`config.mk`:
```
export PLATFORM = sky130hd
export DESIGN_NAME = int_ctrl_flat
export DESIGN_NICKNAME = d
export VERILOG_FILES = /design/src/rtl/int_ctrl_if.sv /design/src/rtl/int_ctrl.sv /design/src/flat_wrapper.sv
export SDC_FILE = /design/constraint.sdc
export NUM_CORES = 1
export LEC_CHECK = 0
export ABC_AREA = 1
export CAP_MARGIN = 20
export CELL_PAD_IN_SITES_DETAIL_PLACEMENT = 2
export CELL_PAD_IN_SITES_GLOBAL_PLACEMENT = 2
export CORE_UTILIZATION = 24
export CTS_BUF_LIST = sky130_fd_sc_hd__clkbuf_16
export DETAILED_ROUTE_END_ITERATION = 8
export GPL_TIMING_DRIVEN = 0
export PLACE_DENSITY_LB_ADDON = 0.1
export SLEW_MARGIN = 10
export SYNTH_ARGS = -nofsm -noshare
export SYNTH_HDL_FRONTEND = slang
export SYNTH_SLANG_ARGS = --single-unit
```
`constraint.sdc`:
```
create_clock -name clk -period 2.4 [get_ports clk]
set_clock_uncertainty 0.1 [all_clocks]
set_input_delay 0.48 -clock clk [delete_from_list [all_inputs] [get_ports clk]]
set_output_delay 0.48 -clock clk [all_outputs]
set_load 0.02 [all_outputs]
```
`src/rtl/int_ctrl_if.sv`:
```
// Bus bundle between the interrupt controller and its surroundings:
// peripheral done lines and CPU handshake in, request/vector/status out.
interface int_ctrl_if #(
  parameter int CNT_W = 8
);
  logic             done1;
  logic             done2;
  logic             done3;
  logic             done4;
  logic [3:0]       mask;
  logic             int_ack;
  logic             eoi;
  logic             interrupt;
  logic [31:0]      int_addr;
  logic [1:0]       int_id;
  logic [3:0]       pending;
  logic             busy;
  logic [CNT_W-1:0] drop_cnt;

  // Side that produces events and CPU handshakes
  modport master (
    output done1, done2, done3, done4, mask, int_ack, eoi,
    input  interrupt, int_addr, int_id, pending, busy, drop_cnt
  );

  // The controller itself
  modport slave (
    input  done1, done2, done3, done4, mask, int_ack, eoi,
    output interrupt, int_addr, int_id, pending, busy, drop_cnt
  );
endinterface

```
`src/rtl/int_ctrl.sv`:
```
// Four-source fixed-priority interrupt controller. Rising edges on the done
// lines latch pending bits; the lowest-index enabled pending source is
// presented to the CPU as a registered request plus ISR vector, held until
// acknowledged, and no new arbitration happens until end-of-interrupt.
module int_ctrl #(
  parameter logic [31:0] ISR_BASE   = 32'h0000_0100,
  parameter logic [31:0] ISR_STRIDE = 32'h0000_0010,
  parameter int          CNT_W      = 8
) (
  input logic       clk,
  input logic       reset,
  int_ctrl_if.slave bus
);

  typedef enum logic [1:0] {
    IDLE    = 2'd0,
    REQ     = 2'd1,
    SERVICE = 2'd2
  } state_t;

  state_t           state_q, state_d;
  logic [3:0]       prev_q;
  logic [3:0]       pending_q, pending_d;
  logic [CNT_W-1:0] dropCnt_q, dropCnt_d;
  logic             interrupt_q, interrupt_d;
  logic [1:0]       intId_q, intId_d;
  logic [31:0]      intAddr_q, intAddr_d;

  logic [3:0]       doneVec;
  logic [3:0]       evt;
  logic [3:0]       clr;
  logic [3:0]       eligible;
  logic [1:0]       winner;
  logic             coalesce;

  assign doneVec  = {bus.done4, bus.done3, bus.done2, bus.done1};
  assign evt      = doneVec & ~prev_q;
  assign eligible = pending_q & bus.mask;

  // Fixed priority: the lowest set index among eligible sources wins
  always_comb begin
    winner = 2'd3;
    if (eligible[0])      winner = 2'd0;
    else if (eligible[1]) winner = 2'd1;
    else if (eligible[2]) winner = 2'd2;
  end

  // Request FSM: arbitrate in IDLE, hold the request in REQ, wait for eoi
  always_comb begin
    state_d     = state_q;
    interrupt_d = interrupt_q;
    intId_d     = intId_q;
    intAddr_d   = intAddr_q;
    clr         = 4'b0000;
    case (state_q)
      IDLE: begin
        if (|eligible) begin
          intId_d     = winner;
          intAddr_d   = ISR_BASE + (32'(winner) * ISR_STRIDE);
          interrupt_d = 1'b1;
          state_d     = REQ;
        end
      end
      REQ: begin
        if (bus.int_ack) begin
          interrupt_d  = 1'b0;
          clr[intId_q] = 1'b1;
          state_d      = SERVICE;
        end
      end
      SERVICE: begin
        if (bus.eoi) begin
          state_d = IDLE;
        end
      end
      default: begin
        state_d = IDLE;
      end
    endcase
  end

  // Pending latch (a new event beats a same-cycle clear) and dropped-event count
  always_comb begin
    pending_d = (pending_q & ~clr) | evt;
    coalesce  = |(evt & pending_q & ~clr);
    dropCnt_d = dropCnt_q;
    if (coalesce && (dropCnt_q != {CNT_W{1'b1}})) begin
      dropCnt_d = dropCnt_q + CNT_W'(1);
    end
  end

  // State and datapath registers; reset drops everything, including latched events
  always_ff @(posedge clk or negedge reset) begin
    if (!reset) begin
      state_q     <= IDLE;
      prev_q      <= 4'b0000;
      pending_q   <= 4'b0000;
      dropCnt_q   <= '0;
      interrupt_q <= 1'b0;
      intId_q     <= 2'd0;
      intAddr_q   <= 32'h0;
    end else begin
      state_q     <= state_d;
      prev_q      <= doneVec;
      pending_q   <= pending_d;
      dropCnt_q   <= dropCnt_d;
      interrupt_q <= interrupt_d;
      intId_q     <= intId_d;
      intAddr_q   <= intAddr_d;
    end
  end

  assign bus.interrupt = interrupt_q;
  assign bus.int_addr  = intAddr_q;
  assign bus.int_id    = intId_q;
  assign bus.pending   = pending_q;
  assign bus.busy      = (state_q != IDLE);
  assign bus.drop_cnt  = dropCnt_q;

endmodule

```
`src/flat_wrapper.sv`:
```
// flat-port wrapper written by rule: the top's interface ports become plain ports
module int_ctrl_flat 
#(
  parameter logic [31:0] ISR_BASE   = 32'h0000_0100,
  parameter logic [31:0] ISR_STRIDE = 32'h0000_0010,
  parameter int          CNT_W      = 8
)
  (clk, reset, bus_done1, bus_done2, bus_done3, bus_done4, bus_mask, bus_int_ack, bus_eoi, bus_interrupt, bus_int_addr, bus_int_id, bus_pending, bus_busy, bus_drop_cnt);
  int_ctrl_if #(.CNT_W(CNT_W)) bus_i ();
  input logic clk;
  input logic reset;
  input wire logic [$bits(bus_i.done1)-1:0] bus_done1;
  input wire logic [$bits(bus_i.done2)-1:0] bus_done2;
  input wire logic [$bits(bus_i.done3)-1:0] bus_done3;
  input wire logic [$bits(bus_i.done4)-1:0] bus_done4;
  input wire logic [$bits(bus_i.mask)-1:0] bus_mask;
  input wire logic [$bits(bus_i.int_ack)-1:0] bus_int_ack;
  input wire logic [$bits(bus_i.eoi)-1:0] bus_eoi;
  output wire logic [$bits(bus_i.interrupt)-1:0] bus_interrupt;
  output wire logic [$bits(bus_i.int_addr)-1:0] bus_int_addr;
  output wire logic [$bits(bus_i.int_id)-1:0] bus_int_id;
  output wire logic [$bits(bus_i.pending)-1:0] bus_pending;
  output wire logic [$bits(bus_i.busy)-1:0] bus_busy;
  output wire logic [$bits(bus_i.drop_cnt)-1:0] bus_drop_cnt;
  assign bus_i.done1 = bus_done1;
  assign bus_i.done2 = bus_done2;
  assign bus_i.done3 = bus_done3;
  assign bus_i.done4 = bus_done4;
  assign bus_i.mask = bus_mask;
  assign bus_i.int_ack = bus_int_ack;
  assign bus_i.eoi = bus_eoi;
  assign bus_interrupt = bus_i.interrupt;
  assign bus_int_addr = bus_i.int_addr;
  assign bus_int_id = bus_i.int_id;
  assign bus_pending = bus_i.pending;
  assign bus_busy = bus_i.busy;
  assign bus_drop_cnt = bus_i.drop_cnt;
  int_ctrl #(.ISR_BASE(ISR_BASE), .ISR_STRIDE(ISR_STRIDE), .CNT_W(CNT_W)) u_core (.clk(clk), .reset(reset), .bus(bus_i));
endmodule
```
==> impl_summary.md <==
Setup path
Traced cell by cell, the critical path runs through buf_4 -> clkdlybuf4s50_1. The critical path in this run is classified as flop to primary output. The endpoint arrival time on the critical path is about 1.5 ns. The maximum cell stage delay along the critical path is 0.59 ns. The gate family responsible for the most delay along the worst path is buffers and inverters. The maximum fanout count along the critical path is 7. The type of destination of the critical path is a primary output. The sum of buffers and inverters on the critical path is 2.

The startpoint class of the critical path is a flop. Data on the critical path is required at its endpoint by between 1.5 and 2 ns. The cell with the largest stage delay on the worst path is sky130_fd_sc_hd__clkdlybuf4s50_1.

Timing
The worst pin sits at a relative slew slack of 64.0%. The final clock period utilization by the worst path is between 80% and 90%. The count of pins over their slew limit was 0. Static timing analysis puts the maximum clock frequency at between 400 and 500 MHz. The setup total negative slack is 0 ns. The measured slew at the worst slew-check pin is 0.538 ns. For the finished layout, the period the worst path requires is 2.07 ns. Setup repair after global routing left no endpoint under its margin. Setup slack closes at 0.325 ns. The number of hold violations in the final report is 0. Setup violations remaining at the end of the flow were counted as 0.

Routing
The average wire length per cell after detail routing is between 10 and 15 um. The number of nets with antenna violations after detailed routing is 0. The first-pass detailed-route iteration total is 4. The starting DRC count in detailed routing is 25. Summing over every cut layer, the via total after detailed routing is ~1200.

For this run, design rule violations remaining after detail routing come to 0. The routed wire length is 3350 um. The average vias per placed instance is just under 4.

Clock tree
The post-CTS setup-driven buffer insertion count is 0. The clock slew at the register clock pins of the worst setup and hold paths is 0.06 ns. In this run, post-CTS hold repair placed 0 buffers. Clock tree synthesis inserted a total of 3 buffers.

The count of instances resized after the clock tree is built is 0. The root buffer cell is sky130_fd_sc_hd__clkbuf_16. The clock drives 22 sinks. The clock insertion delay at the later pin of the skew report is between 0.2 and 0.3 ns. The clock passes through at most 2 buffers. TritonCTS built the clock tree. In this run the number of H-tree levels came out at 1.

Yosys
The synthesized netlist devotes approximately 2.6% of its cell area to XOR and XNOR gates. For this run, the leading register cell type out of synthesis is sky130_fd_sc_hd__dfrtp_1. The post-synthesis instance total is ~180. The synthesized design contains 0 enable-type register cells.

The number of synthesis warnings is 0. After synthesis, the share of flip-flops with an asynchronous set or reset is 100%. The share of synthesized area in the top cell type comes to 40.3%. A synthesized cell averages about 7.7 um2. The sequential area share after synthesis is between 40% and 50%. After synthesis, the netlist uses 21 different library cells. The cell area that synthesis handed to floorplanning was 0.00137 mm2. The largest total area in the synthesized netlist belongs to sky130_fd_sc_hd__dfrtp_1. Sorting the synthesized cells by area gives the leading types as sky130_fd_sc_hd__dfrtp_1 (40%), sky130_fd_sc_hd__buf_4 (17%), sky130_fd_sc_hd__nand2_1 (14%), sky130_fd_sc_hd__inv_1 (5.2%), sky130_fd_sc_hd__nand3_1 (4.8%).

Sorting the synthesized cells by how often they occur yields sky130_fd_sc_hd__nand2_1 (50), sky130_fd_sc_hd__buf_4 (31), sky130_fd_sc_hd__dfrtp_1 (22). The simple-gate share of the synthesized area is roughly 27%. The adder-cell share of the synthesized area is 0.917%. The main combinational cell family by area after synthesis is simple AND/OR/NAND/NOR gates. Among all cell types in the netlist, the one instantiated most often is sky130_fd_sc_hd__nand2_1. After synthesis the netlist holds a flip-flop and latch count of 22. The portion of netlist area occupied by mux cells is 0%. The area fraction in compound gates after synthesis is 5.68%.

Global routing
The number of global-route vias before repair is approximately 1300. The initial antenna violation count is 0. The overall track demand over capacity in global routing is 12.0%. Summed over all layers, the global routing overflow is 0. The pin count of the biggest net entering global routing is 23. The first-pass GRT wire length is between 5000 and 6000 um.

Cells and area
The number of antenna diodes in the final layout is 0. At the end of the flow, the number of nets in the layout was ~260. The final design utilization is between 30% and 40%. Relative to the synthesized area, the layout overhead comes to 43.2%. Of the cells placed in the final design, the portion with a size suffix greater than 1 is approximately a fifth. The final design instance area without fill is about 0.0020 mm2.

Floorplan
The initial utilization of the core area, before any placement, comes to about 25%. The core area is 0.00551 mm2. The vertical die dimension is 77.4 um.

The chip width is slightly below 80 um. The floorplan has 27 rows. The die area is between 0.005 and 0.006 mm2.

The number of primary I/O pins is 60.

Placed design
The half-perimeter wire length of the detailed placement result is about 2700 um. At the placement stage, the worst setup path has a slack of 0.258 ns. The placed instances occupy a cell area of between 0.0015 and 0.002 mm2. At the end of routability-driven placement, the weighted congestion stood at approximately 0.67. The count of buffers from port buffering is 30.

Flow run
The tool flagged a number of max-cap violations equal to 0.

Power
VDD sags by at most 0.000285 V. Power spread over the standard cell area amounts to about 960 mW/mm2. The static power due to leakage is 1.06 nW.

Worst hold path
The path class of the tightest hold or removal check is flop to flop.

Run status
The run finished with clean final reports.
[worst register-to-register path: cells and delay by family, from the launching register on]
family,cells,cell delay [ns]
and+or+nand+nor,7,0.63
DFF,1,0.42
adders and majority gates,1,0.24
AOI/OAI and AO/OA,1,0.10
[path summary, 6_finish.rpt]
path                                                    startpoint                                 end  slack (ns)  depth (start not counted)
worst max-delay path              u_core.bus.int_id[0]$_DFFE_PN0P_                       bus_int_id[0]        0.33                          2
worst max register to register  u_core.bus.drop_cnt[0]$_DFFE_PN0P_  u_core.bus.drop_cnt[7]$_DFFE_PN0P_        0.79                          9
min in group asynchronous                                    reset  u_core.bus.drop_cnt[2]$_DFFE_PN0P_        0.48                          1
worst min-delay path            u_core.bus.int_addr[8]$_DFFE_PN0P_  u_core.bus.int_addr[8]$_DFFE_PN0P_        0.36                          2
worst min register to register  u_core.bus.int_addr[8]$_DFFE_PN0P_  u_core.bus.int_addr[8]$_DFFE_PN0P_        0.36                          2
max in group asynchronous                                    reset     u_core.bus.pending[2]$_DFF_PN0_        1.25                          2
[layout make-up]
type / instances / area, um2
timing repair buffer: 31 / 315
multi-input combinational: 132 / 608
fill: 648 / 3550
clock buffer: 3 / 75.1
inverter: 21 / 78.8
tap: 72 / 90.1
buffer: 31 / 233
sequential: 22 / 551
clock inverter: 1 / 3.75
[logic make-up after synthesis]
kind of cell / Yosys count
buffers and inverters: 52
other: 1
AO/OA/AOI/OAI: 12
adder cells (fa/ha/maj): 1
AND/OR/NAND/NOR: 86
flip-flops: 22
XOR/XNOR: 4
[through the flow]
step	power, mW	hold slack (ns)	std cells
3_3_place_gp	1.51	0.347	308
3_5_place_dp	1.53	0.357	308
6_report	1.87	0.365	313
5_1_grt	2.01	0.397	313
2_1_floorplan	1.16	0.0844	206
4_1_cts	1.90	0.371	312
[power breakdown]
part | switching [mW] | total (mW) | internal, mW | leakage, nW
combinational | 0.501 | 0.898 | 0.397 | 0.759
sequential | 0.137 | 0.615 | 0.478 | 0.258
clock | 0.137 | 0.359 | 0.222 | 0.0385
[routing by layer]
layer / wire length [um] / up-vias / GRT usage (%)
met3: 154 / 5 / 1.65
met2: 1520 / 41 / 20.1
met4: 53 / 0 / 4.53
met5: 0 / - / 0
met1: 1620 / 568 / 15.7
li1: - / 612 / -
[placed cells by master (no fill, tap or decap)]
cell                              instances
sky130_fd_sc_hd__ha_1                     1
sky130_fd_sc_hd__buf_8                    1
sky130_fd_sc_hd__buf_4                   31
sky130_fd_sc_hd__clkinv_1                 1
sky130_fd_sc_hd__o21ai_1                  1
sky130_fd_sc_hd__xnor2_1                  1
sky130_fd_sc_hd__xor2_1                   3
sky130_fd_sc_hd__clkdlybuf4s50_1         30
sky130_fd_sc_hd__nand2_2                  4
sky130_fd_sc_hd__clkbuf_16                3
sky130_fd_sc_hd__nand2_1                 50
sky130_fd_sc_hd__conb_1                  29
sky130_fd_sc_hd__nor2_4                   1
sky130_fd_sc_hd__nand3b_1                 2
sky130_fd_sc_hd__o21ai_4                  1
sky130_fd_sc_hd__nand2_4                  1
sky130_fd_sc_hd__nor2_2                   1
sky130_fd_sc_hd__dfrtp_1                 22
sky130_fd_sc_hd__o21ai_2                  1
sky130_fd_sc_hd__nor2_1                  14
sky130_fd_sc_hd__o21ai_0                  7
sky130_fd_sc_hd__inv_1                   19
sky130_fd_sc_hd__o22ai_1                  2
sky130_fd_sc_hd__nand3_1                 13
sky130_fd_sc_hd__inv_2                    2
[state kept, by name (all words and copies together) (netlist names)]
name,count
u_core.bus.int_id,1
u_core.state_q,2
u_core.bus.interrupt,1
u_core.prev_q,4
u_core.bus.int_addr,2
u_core.bus.pending,4
u_core.bus.drop_cnt,8
No activity file was read; power rests on OpenSTA's default activity.
